**config.mk**
```make
export PLATFORM = sky130hd
export DESIGN_NAME = fetch_control
export DESIGN_NICKNAME = d
export VERILOG_FILES = /design/src/rtl/fetch_control.sv
export SDC_FILE = /design/constraint.sdc
export NUM_CORES = 1
export LEC_CHECK = 0
export CAP_MARGIN = 0
export CORE_MARGIN = 10
export CORE_UTILIZATION = 37
export CTS_BUF_LIST = sky130_fd_sc_hd__clkbuf_16
export CTS_CLUSTER_DIAMETER = 50
export DETAILED_ROUTE_END_ITERATION = 16
export PLACE_DENSITY = 0.73
export SLEW_MARGIN = 20
export SYNTH_ARGS = -nofsm -noshare
export SYNTH_HDL_FRONTEND = slang
export SYNTH_SLANG_ARGS = --single-unit
```
**constraint.sdc**
```tcl
create_clock -name clk -period 1.77 [get_ports clk]
set_input_delay 0.354 -clock clk [delete_from_list [all_inputs] [get_ports clk]]
set_output_delay 0.354 -clock clk [all_outputs]
set_load 0.02 [all_outputs]
```
**src/rtl/fetch_control.sv**
```systemverilog
// Fetch/pipeline controller: selects the PC source, flushes/stalls F/D, handles
// HLT, RET return-wait, load-use hazards and synchronized external interrupt injection.
module fetch_control #(
    parameter int unsigned IRQ_SYNC_STAGES = 2
) (
    input  logic       clk,
    input  logic       rst_n,
    input  logic       e_valid,
    input  logic       e_hlt,
    input  logic       e_call,
    input  logic       e_int,
    input  logic       e_ret,
    input  logic [2:0] e_branch,
    input  logic       flag_z,
    input  logic       flag_n,
    input  logic       flag_c,
    input  logic       e_load,
    input  logic [2:0] e_rd,
    input  logic       d_valid,
    input  logic [2:0] d_rs1,
    input  logic [2:0] d_rs2,
    input  logic       d_use1,
    input  logic       d_use2,
    input  logic       m_ret_done,
    input  logic       irq,
    output logic [1:0] pc_sel,
    output logic       flush_fd,
    output logic       stall_fd,
    output logic       inject_int,
    output logic       irq_ack,
    output logic       halted
);

    localparam int unsigned SYNC_W = (IRQ_SYNC_STAGES < 2) ? 2 : IRQ_SYNC_STAGES;

    typedef enum logic [1:0] {
        RUN      = 2'b00,
        HALT     = 2'b01,
        RET_WAIT = 2'b10,
        INT_WAIT = 2'b11
    } state_t;

    state_t            state;
    state_t            state_next;
    logic [SYNC_W-1:0] irq_sync;
    logic              irq_prev;
    logic              irq_rise;
    logic              irq_pend;
    logic              irq_pend_next;
    logic              requeue;
    logic              lu_stalled;
    logic              lu_stall;
    logic              cc_true;
    logic              taken;
    logic              call_v;
    logic              int_v;
    logic              hlt_v;
    logic              ret_v;
    logic              hazard;

    // irq synchronizer and edge detector
    always_ff @(posedge clk or negedge rst_n) begin
        if (!rst_n) begin
            irq_sync <= '0;
            irq_prev <= 1'b0;
        end else begin
            irq_sync <= {irq_sync[SYNC_W-2:0], irq};
            irq_prev <= irq_sync[SYNC_W-1];
        end
    end

    assign irq_rise = irq_sync[SYNC_W-1] & ~irq_prev;

    always_comb begin
        case (e_branch[1:0])
            2'b00:   cc_true = 1'b1;
            2'b01:   cc_true = flag_z;
            2'b10:   cc_true = flag_n;
            default: cc_true = flag_c;
        endcase
    end

    assign taken  = e_valid & e_branch[2] & cc_true;
    assign call_v = e_valid & e_call;
    assign int_v  = e_valid & e_int;
    assign hlt_v  = e_valid & e_hlt;
    assign ret_v  = e_valid & e_ret;
    // a load-use stall is only ever taken for one cycle in a row
    assign hazard = e_valid & e_load & d_valid & ~lu_stalled &
                    ((d_use1 & (d_rs1 == e_rd)) | (d_use2 & (d_rs2 == e_rd)));

    // Next-state and combinational outputs; all forced low while in reset
    always_comb begin
        state_next = state;
        pc_sel     = 2'b00;
        flush_fd   = 1'b0;
        stall_fd   = 1'b0;
        inject_int = 1'b0;
        irq_ack    = 1'b0;
        requeue    = 1'b0;
        lu_stall   = 1'b0;
        if (rst_n) begin
            case (state)
                RUN: begin
                    if (hlt_v) begin
                        flush_fd   = 1'b1;
                        state_next = HALT;
                    end else if (ret_v) begin
                        flush_fd   = 1'b1;
                        stall_fd   = 1'b1;
                        state_next = RET_WAIT;
                    end else if (int_v) begin
                        pc_sel   = 2'b11;
                        flush_fd = 1'b1;
                    end else if (taken | call_v) begin
                        pc_sel   = 2'b01;
                        flush_fd = 1'b1;
                    end else if (hazard) begin
                        stall_fd = 1'b1;
                        lu_stall = 1'b1;
                    end else if (irq_pend) begin
                        inject_int = 1'b1;
                        irq_ack    = 1'b1;
                        state_next = INT_WAIT;
                    end
                end
                RET_WAIT: begin
                    if (m_ret_done) begin
                        pc_sel     = 2'b10;
                        flush_fd   = 1'b1;
                        state_next = RUN;
                    end else begin
                        stall_fd = 1'b1;
                    end
                end
                INT_WAIT: begin
                    // an older redirect kills the injected INT, so it is requeued
                    if (int_v) begin
                        pc_sel     = 2'b11;
                        flush_fd   = 1'b1;
                        state_next = RUN;
                    end else if (ret_v) begin
                        flush_fd   = 1'b1;
                        stall_fd   = 1'b1;
                        requeue    = 1'b1;
                        state_next = RET_WAIT;
                    end else if (taken | call_v) begin
                        pc_sel     = 2'b01;
                        flush_fd   = 1'b1;
                        requeue    = 1'b1;
                        state_next = RUN;
                    end else if (hazard) begin
                        stall_fd = 1'b1;
                        lu_stall = 1'b1;
                    end
                end
                HALT: begin
                    if (irq_pend) begin
                        inject_int = 1'b1;
                        irq_ack    = 1'b1;
                        state_next = INT_WAIT;
                    end else begin
                        stall_fd = 1'b1;
                    end
                end
                default: state_next = RUN;
            endcase
        end
    end

    assign irq_pend_next = (irq_pend & ~irq_ack) | irq_rise | requeue;

    always_ff @(posedge clk or negedge rst_n) begin
        if (!rst_n) begin
            state      <= RUN;
            irq_pend   <= 1'b0;
            lu_stalled <= 1'b0;
            halted     <= 1'b0;
        end else begin
            state      <= state_next;
            irq_pend   <= irq_pend_next;
            lu_stalled <= lu_stall;
            halted     <= (state_next == HALT);
        end
    end

endmodule

```
Yosys cells after proc, flatten, opt, wreduce, memory -nomap -nowiden. Cells that the tools add are included.

Flip-flop bits (word level): 8. Input port bits: 28.

Eq/ne operators: 8. Muxes and demuxes: 59. Bitwise operators: 21. Reductions and logical operators: 2.

Operators with widths (number): 2-to-1 mux 2 bit (18); 2-to-1 mux 1 bit (34); bitwise AND 1 bit (14); one-hot mux 2 bit (4 select lines) (1); equality test 2 x 1 -> 1 bit, second input constant (3); equality test 2 bit, second input constant (3); equality test 3 bit (2); one-hot mux 1 bit (3 select lines) (2); one-hot mux 2 bit (3 select lines) (1); zero test 2 bit (2); OR 1 bit (4); one-hot mux 1 bit (2 select lines) (2); one-hot mux 1 bit (4 select lines) (1); NOT 1 bit (3).

Logic depth before layout (Yosys ltp). Gate-level depths: netlist (run 1).

Depth after elaboration: 15. Depth in mapped cells: 8. Gate-level depth less buffers: 7.

Worst setup path before layout (run 1). No wires, ideal clock.

Path kind: reg-to-output. From: register state[1]. To: output pc_sel[0]. Data arrival time: 1.963 ns. Required time: 1.416 ns. Setup slack: -0.547 ns. Stages on the path, launching flop included: 7. Buffers on the path: 1. Cells stage by stage: dfrtp_1 > inv_1 > ha_1 > clkbuf_1 > and2_1 > a21o_1 > nor4b_1.

Longest elaborated chain between the ends: 3. Elaborated cells on any way between the ends: 5. Classes of those cells: 2 x eq/ne; 2 x mux; 1 x reduce/logical.

Ends and longest elaborated chain: start: declaration (line 43) `state_t state;`; start signal: assignment (line 180) `state <= state_next;`; equality test 2 bit / zero test 2 bit (equally long branches) (line 103) `case (state)`; one-hot mux 2 bit (3 select lines) * (line 103); 2-to-1 mux 2 bit * (line 102) `if (rst_n) begin`; end: declaration (line 26) `output logic [1:0] pc_sel,`.

Mark *: on every way between the ends. The rest lies on a longest branch, timed or not.

Worst setup path in the final report (run 1).
From: register state[0]. To: output pc_sel[0].

The elaborated chain is that of the path after synthesis.

==> results.toml, run 1 <==
[cts]
clock_latency_ps = 230
path_clk_slew_ps = 40
hold_buffers = 0
cts_max_level = 1
root_buffer = "clkbuf_16"
clockBufferDepth = 2
cts_sinks = 8
numCtsBuffers = 3
cts_tree = "yes"

[cells_and_area]
antenna-diode-count = 0
fin_nets = 199
post-route-cell-area_um2 = 1670
drive_above_1_share = 0.503
syn_to_final_growth_pct = 113

[sta]
min_period_over_period = 1.19
worst_pin_slew_ps = 286
fin_crit_ps = 2110
whs_ps = 350
slew_viol_final = 0
final-setup-viol-count = 9
grt_setup_unrepaired = "true"
fmax_mhz = 473
tns_ps = -2110
maxSlewHeadroom = 0.809
setup_ws_ps = -343
skew_ps = 1.06
hold_viol_final = 0

[setup_path]
worst_ep_arrival_time_ps = 1760
crit_required_ps = 1420
endpoint_kind = "primary output"
critPathLaunchType = "flop"
path_max_fanout = 4
critical_path_class = "reg -> out"

[route]
vias = 1074
avgRoutedWirePerCell_um = 18.3
remaining_drc_errors = 0
drt_first_iter_violations = 32
viasPerCell = 5.59
ant_nets = 0
finalWirelength_mm = 3.51
drtPass1Iterations = 4

[logic_synthesis]
ys_ff_latch = 8
ys_warn_count = 0
syn-cell-area_um2 = 782
synth_nets = 127
synth-edff-count = 0
ys.flop_type = "dfrtp_1"
synth_cells = 95
synth_top_cell_by_area = "dfrtp_1"
ys_seq_area_frac = 0.256
ys_top_cells_by_area = "dfrtp_1 (26%), xnor2_1 (6.7%), ha_1 (6.4%)"
avgSynthCellArea_um2 = 8.23
netlist.area_leader.share = 0.256
ys_types = 41
synthArstFlopShare = 1.00

[global_route]
grt_pass1_vias = 1100
grt.overflow.total = 0
antenna_found_initial = 0
gr-usage-all-layers = 0.152
grt_first_pass_wirelength_mm = 5.28
grt_max_degree = 13

[floorplan]
die_h_um = 66.0
coreArea_um2 = 1980
die_x_um = 66.0
io_pins = 35
initial_utilization = 0.395
core.rowCount = 16
dieArea_um2 = 4350

[power_and_ir_drop]
peakVddDrop_mv = 1.41
leakage_nw = 0.727
cellPowerDensity_nw_per_um2 = 1250

[worst_hold_path]
min_path_type = "reg -> reg"

[status]
status = "complete, but fails checks"
violations = "negative setup slack"

[placed_design]
gp_congestion = 0.874
io_buffer_count = 34
placed_area_um2 = 1410
dp_hpwl_mm = 2.50

[job]
drv_cap = 0
## layer usage
layer  track usage  share of wire
met5             0              0
met3        0.0492          0.068
met2         0.291           0.54
met4        0.0419          0.017
met1         0.152           0.38
## worst max-delay path: stages (launching register included)
cell and delay [ps]:
dfrtp_1 430, inv_2 140, buf_12 110, ha_4 140, and2_4 140, a21o_1 150, nor4b_4 220, buf_4 190
## power breakdown
group          switching, mW  leakage (nW)  internal (mW)
logic                  0.656         0.595          0.756
clock network         0.0861        0.0370          0.291
registers             0.0654        0.0945          0.235
## path summary, 6_finish.rpt
| path | from | to | slack (ps) | cells past startpoint |
|---|---|---|---|---|
| min in group asynchronous | rst_n | irq_pend | 520 | 3 |
| max reg2reg | state[0] | halted | -140 | 7 |
| max in group asynchronous | rst_n | state[1] | 1030 | 3 |
| min | irq_sync[0] | irq_sync[1] | 350 | 0 |
| max | state[0] | pc_sel[0] | -340 | 7 |
| min reg2reg | irq_sync[0] | irq_sync[1] | 350 | 0 |
## cells in the final DEF (no fill, tap or decap), types with 3 or more instances in the layout
master / synthesis / final
buf_4: 1 / 33
dlygate4sd2_1: 0 / 11
clkdlybuf4s50_1: 0 / 9
buf_6: 0 / 9
nand2_1: 9 / 8
dfrtp_1: 8 / 7
xnor2_1: 6 / 6
clkdlybuf4s15_1: 0 / 6
inv_1: 9 / 5
nor2_1: 5 / 5
inv_2: 0 / 4
a21oi_2: 0 / 4
nand4_1: 3 / 3
a21o_1: 3 / 3
clkbuf_16: 0 / 3
## what timing repair did
action	4_1_cts	5_1_grt
pin swaps	19	6
setup buffers	6	2
setup endpoints to repair	11	11
gates resized for setup	82	13
gates cloned	0	0
hold endpoints to repair	0	0
## layout make-up
type / count / area [um^2]
Timing Repair Buffer: 71 / 633
Multi-Input combinational cell: 74 / 691
Inverter: 9 / 33.8
Sequential cell: 8 / 201
Fill cell: 105 / 314
Clock buffer: 3 / 75.1
Tap cell: 27 / 33.8
## sequential cells by signal, indices dropped and copies added (netlist names)
register	count
state	2
irq_sync	2
halted	1
irq_pend	1
lu_stalled	1
irq_prev	1
## cell families after synthesis
group / count (synthesis) / share of synthesized area
fa+ha+maj: 4 / 0.0640
flops: 8 / 0.256
compound gates: 34 / 0.334
buf+inv: 13 / 0.0704
xor+xnor: 6 / 0.0672
mux: 1 / 0.0128
simple gates: 29 / 0.195
## through the flow
stage                util  std cells  setup WS (ps)  power [mW]
finish              0.842        192           -343        2.09
global route        0.842        192           -421        2.19
CTS                 0.811        190           -301        1.95
detailed placement  0.709        181          -1020        1.40
global placement    0.709        181           -947        1.37
floorplan               -         95          -40.5       0.907
## Yosys cell counts, types with 2 or more instances
cell type  n
nor2b_1    2
nand4b_1   2
a21o_1     3
dfrtp_1    8
xnor2_1    6
a21oi_1    8
inv_1      9
nand2_1    9
nand4_1    3
a31oi_1    2
nand3_1    2
o21ai_0    3
ha_1       4
a211o_1    2
nor2_1     5
buf_2      2
Power figures use the tool's default switching activity.
==> run 2: changes to the inputs <==
==> constraint.sdc (replaced) <==
create_clock -name clk -period 1.88 [get_ports clk]
set_input_delay 0.376 -clock clk [delete_from_list [all_inputs] [get_ports clk]]
set_output_delay 0.376 -clock clk [all_outputs]
set_load 0.02 [all_outputs]
==> results.toml, run 2 (synthesized netlist as in run 1, its figures left out) <==
[status]
status = "complete, but fails checks"
violations = "negative setup slack"

[cts]
clockBufferDepth = 2
numCtsBuffers = 3
cts_tree = "yes"
cts_sinks = 8
cts_max_level = 1
hold_buffers = 0
root_buffer = "clkbuf_16"
path_clk_slew_ps = 40
clock_latency_ps = 230

[sta]
min_period_over_period = 1.10
grt_setup_unrepaired = "true"
worst_pin_slew_ps = 546
skew_ps = 4.24
tns_ps = -974
setup_ws_ps = -196
maxSlewHeadroom = 0.626
final-setup-viol-count = 7
fmax_mhz = 482
fin_crit_ps = 2080
slew_viol_final = 0
hold_viol_final = 0

[setup_path]
cp_num_buf_inv = 2
worst_ep_arrival_time_ps = 1700
r2r_start = "state[0]"
startpoint = "state[0]"
endpoint_kind = "primary output"
worstSetupPathDepth = 6
crit_path_cell_trace = "ha_4 > a21bo_4 > buf_4 > o31ai_1 > a32o_2 > buf_6"
critical_path_class = "reg -> out"
crit_required_ps = 1500
cp_slowest_cell = "dfrtp_2"
cp_top_family = "compound AO/OA/AOI/OAI gates"
endpoint = "stall_fd"
rrSetupSlack_ps = 20
path_max_fanout = 4
rr_worst_depth = 7
critPathLaunchType = "flop"
r2r_end = "lu_stalled"
slowest_delay_ps = 440

[floorplan]
initial_utilization = 0.395
die_x_um = 66.0
core.rowCount = 16
dieArea_um2 = 4350
io_pins = 35
die_h_um = 66.0
coreArea_um2 = 1980

[route]
finalWirelength_mm = 3.69
vias = 1101
ant_nets = 0
drtPass1Iterations = 4
drt_first_iter_violations = 40
avgRoutedWirePerCell_um = 18.8
viasPerCell = 5.62
remaining_drc_errors = 0

[global_route]
gr-usage-all-layers = 0.145
grt.overflow.total = 0
antenna_found_initial = 0
grt_max_degree = 10
grt_first_pass_wirelength_mm = 5.04
grt_pass1_vias = 1037

[placed_design]
dp_hpwl_mm = 2.36
gp_congestion = 0.846
pre_cts_ws_ps = -973
dp.cells = 179
io_buffer_count = 34

[cells_and_area]
drive_above_1_share = 0.527
mostFrequentLayoutCell = "buf_4"
antenna-diode-count = 0
syn_to_final_growth_pct = 113
layout.cells.non_filler = 196
fin_nets = 203
top_regs = "irq_sync (2), state (2)"
fillers = 112
layout_common_cells = "buf_4 (39), dlygate4sd2_1 (10), buf_6 (9)"

[power_and_ir_drop]
peakVddDrop_mv = 1.33
cellPowerDensity_nw_per_um2 = 1170
leakage_nw = 0.773

[job]
drv_cap = 0

[worst_hold_path]
min_path_type = "reg -> reg"
==> run 2: cell types whose count changed in the layout (fill, tap and decap cells not counted), sizes merged <==
cell           change
buf                +6
clkdlybuf4s50      -5
clkbuf             +3
dlymetal6s2s       +3
clkdlybuf4s15      -2
dlygate4sd2        -1
==> run 2: routing by layer <==
| metal | vias to the layer above | share of wire | global-route usage | routed length (um) |
|---|---|---|---|---|
| li1 | 501 | - | - | - |
| met1 | 528 | 0.37 | 0.155 | 1370 |
| met2 | 63 | 0.53 | 0.271 | 1950 |
| met3 | 9 | 0.077 | 0.0458 | 285 |
| met4 | 0 | 0.022 | 0.0340 | 80 |
| met5 | - | 0 | 0 | 0 |
==> run 2: layout make-up <==
cell class	count	area [um^2]	share of cell area
clock buffers	3	75.1	0.0451
repair buffers	75	637	0.382
multi-input cells	74	681	0.409
well taps	27	33.8	0.0203
flip-flops and latches	8	203	0.122
inverters	9	36.3	0.0218
==> run 2: timing repair <==
| item | CTS | global route |
|---|---|---|
| setup buffers | 9 | 5 |
| endpoints found under the setup margin | 10 | 10 |
| hold endpoints to repair | 0 | 0 |
| resized for setup | 75 | 38 |
| cloned | 0 | 0 |
| pin swaps | 19 | 17 |
==> run 2: worst register-to-register path, stage by stage (launching register included) <==
cell and delay, ps:
dfrtp_2 460, inv_2 120, ha_4 170, and2_4 150, buf_4 110, buf_4 110
o2111ai_1 110, a2111oi_0 460
==> run 2: through the flow <==
step                hold WS (ps)  utilization  area [um^2]  power (mW)
floorplan                   80.4            -          811       0.798
global route                 366        0.840         1670        2.05
CTS                          345        0.763         1510        1.73
finish                       355        0.840         1670        1.96
detailed placement           341        0.686         1360        1.25
global placement             332        0.686         1360        1.23
==> run 2: report_power, final <==
group | internal, mW | switching, mW | leakage [nW]
clock network | 0.274 | 0.0843 | 0.0370
registers | 0.223 | 0.0761 | 0.0935
logic | 0.700 | 0.598 | 0.643
total | 1.20 | 0.759 | 0.773
==> run 2: worst min-delay path by stage <==
stage,from,endpoint,slack [ps],cells past startpoint
final,irq_sync[0],irq_sync[1],350,0
after floorplan,rst_n,halted,80,0
after CTS,irq_sync[0],irq_sync[1],340,0
after global routing,irq_sync[0],irq_sync[1],370,0
after global placement,irq_sync[0],irq_sync[1],330,0
after detailed placement,irq_sync[0],irq_sync[1],340,0
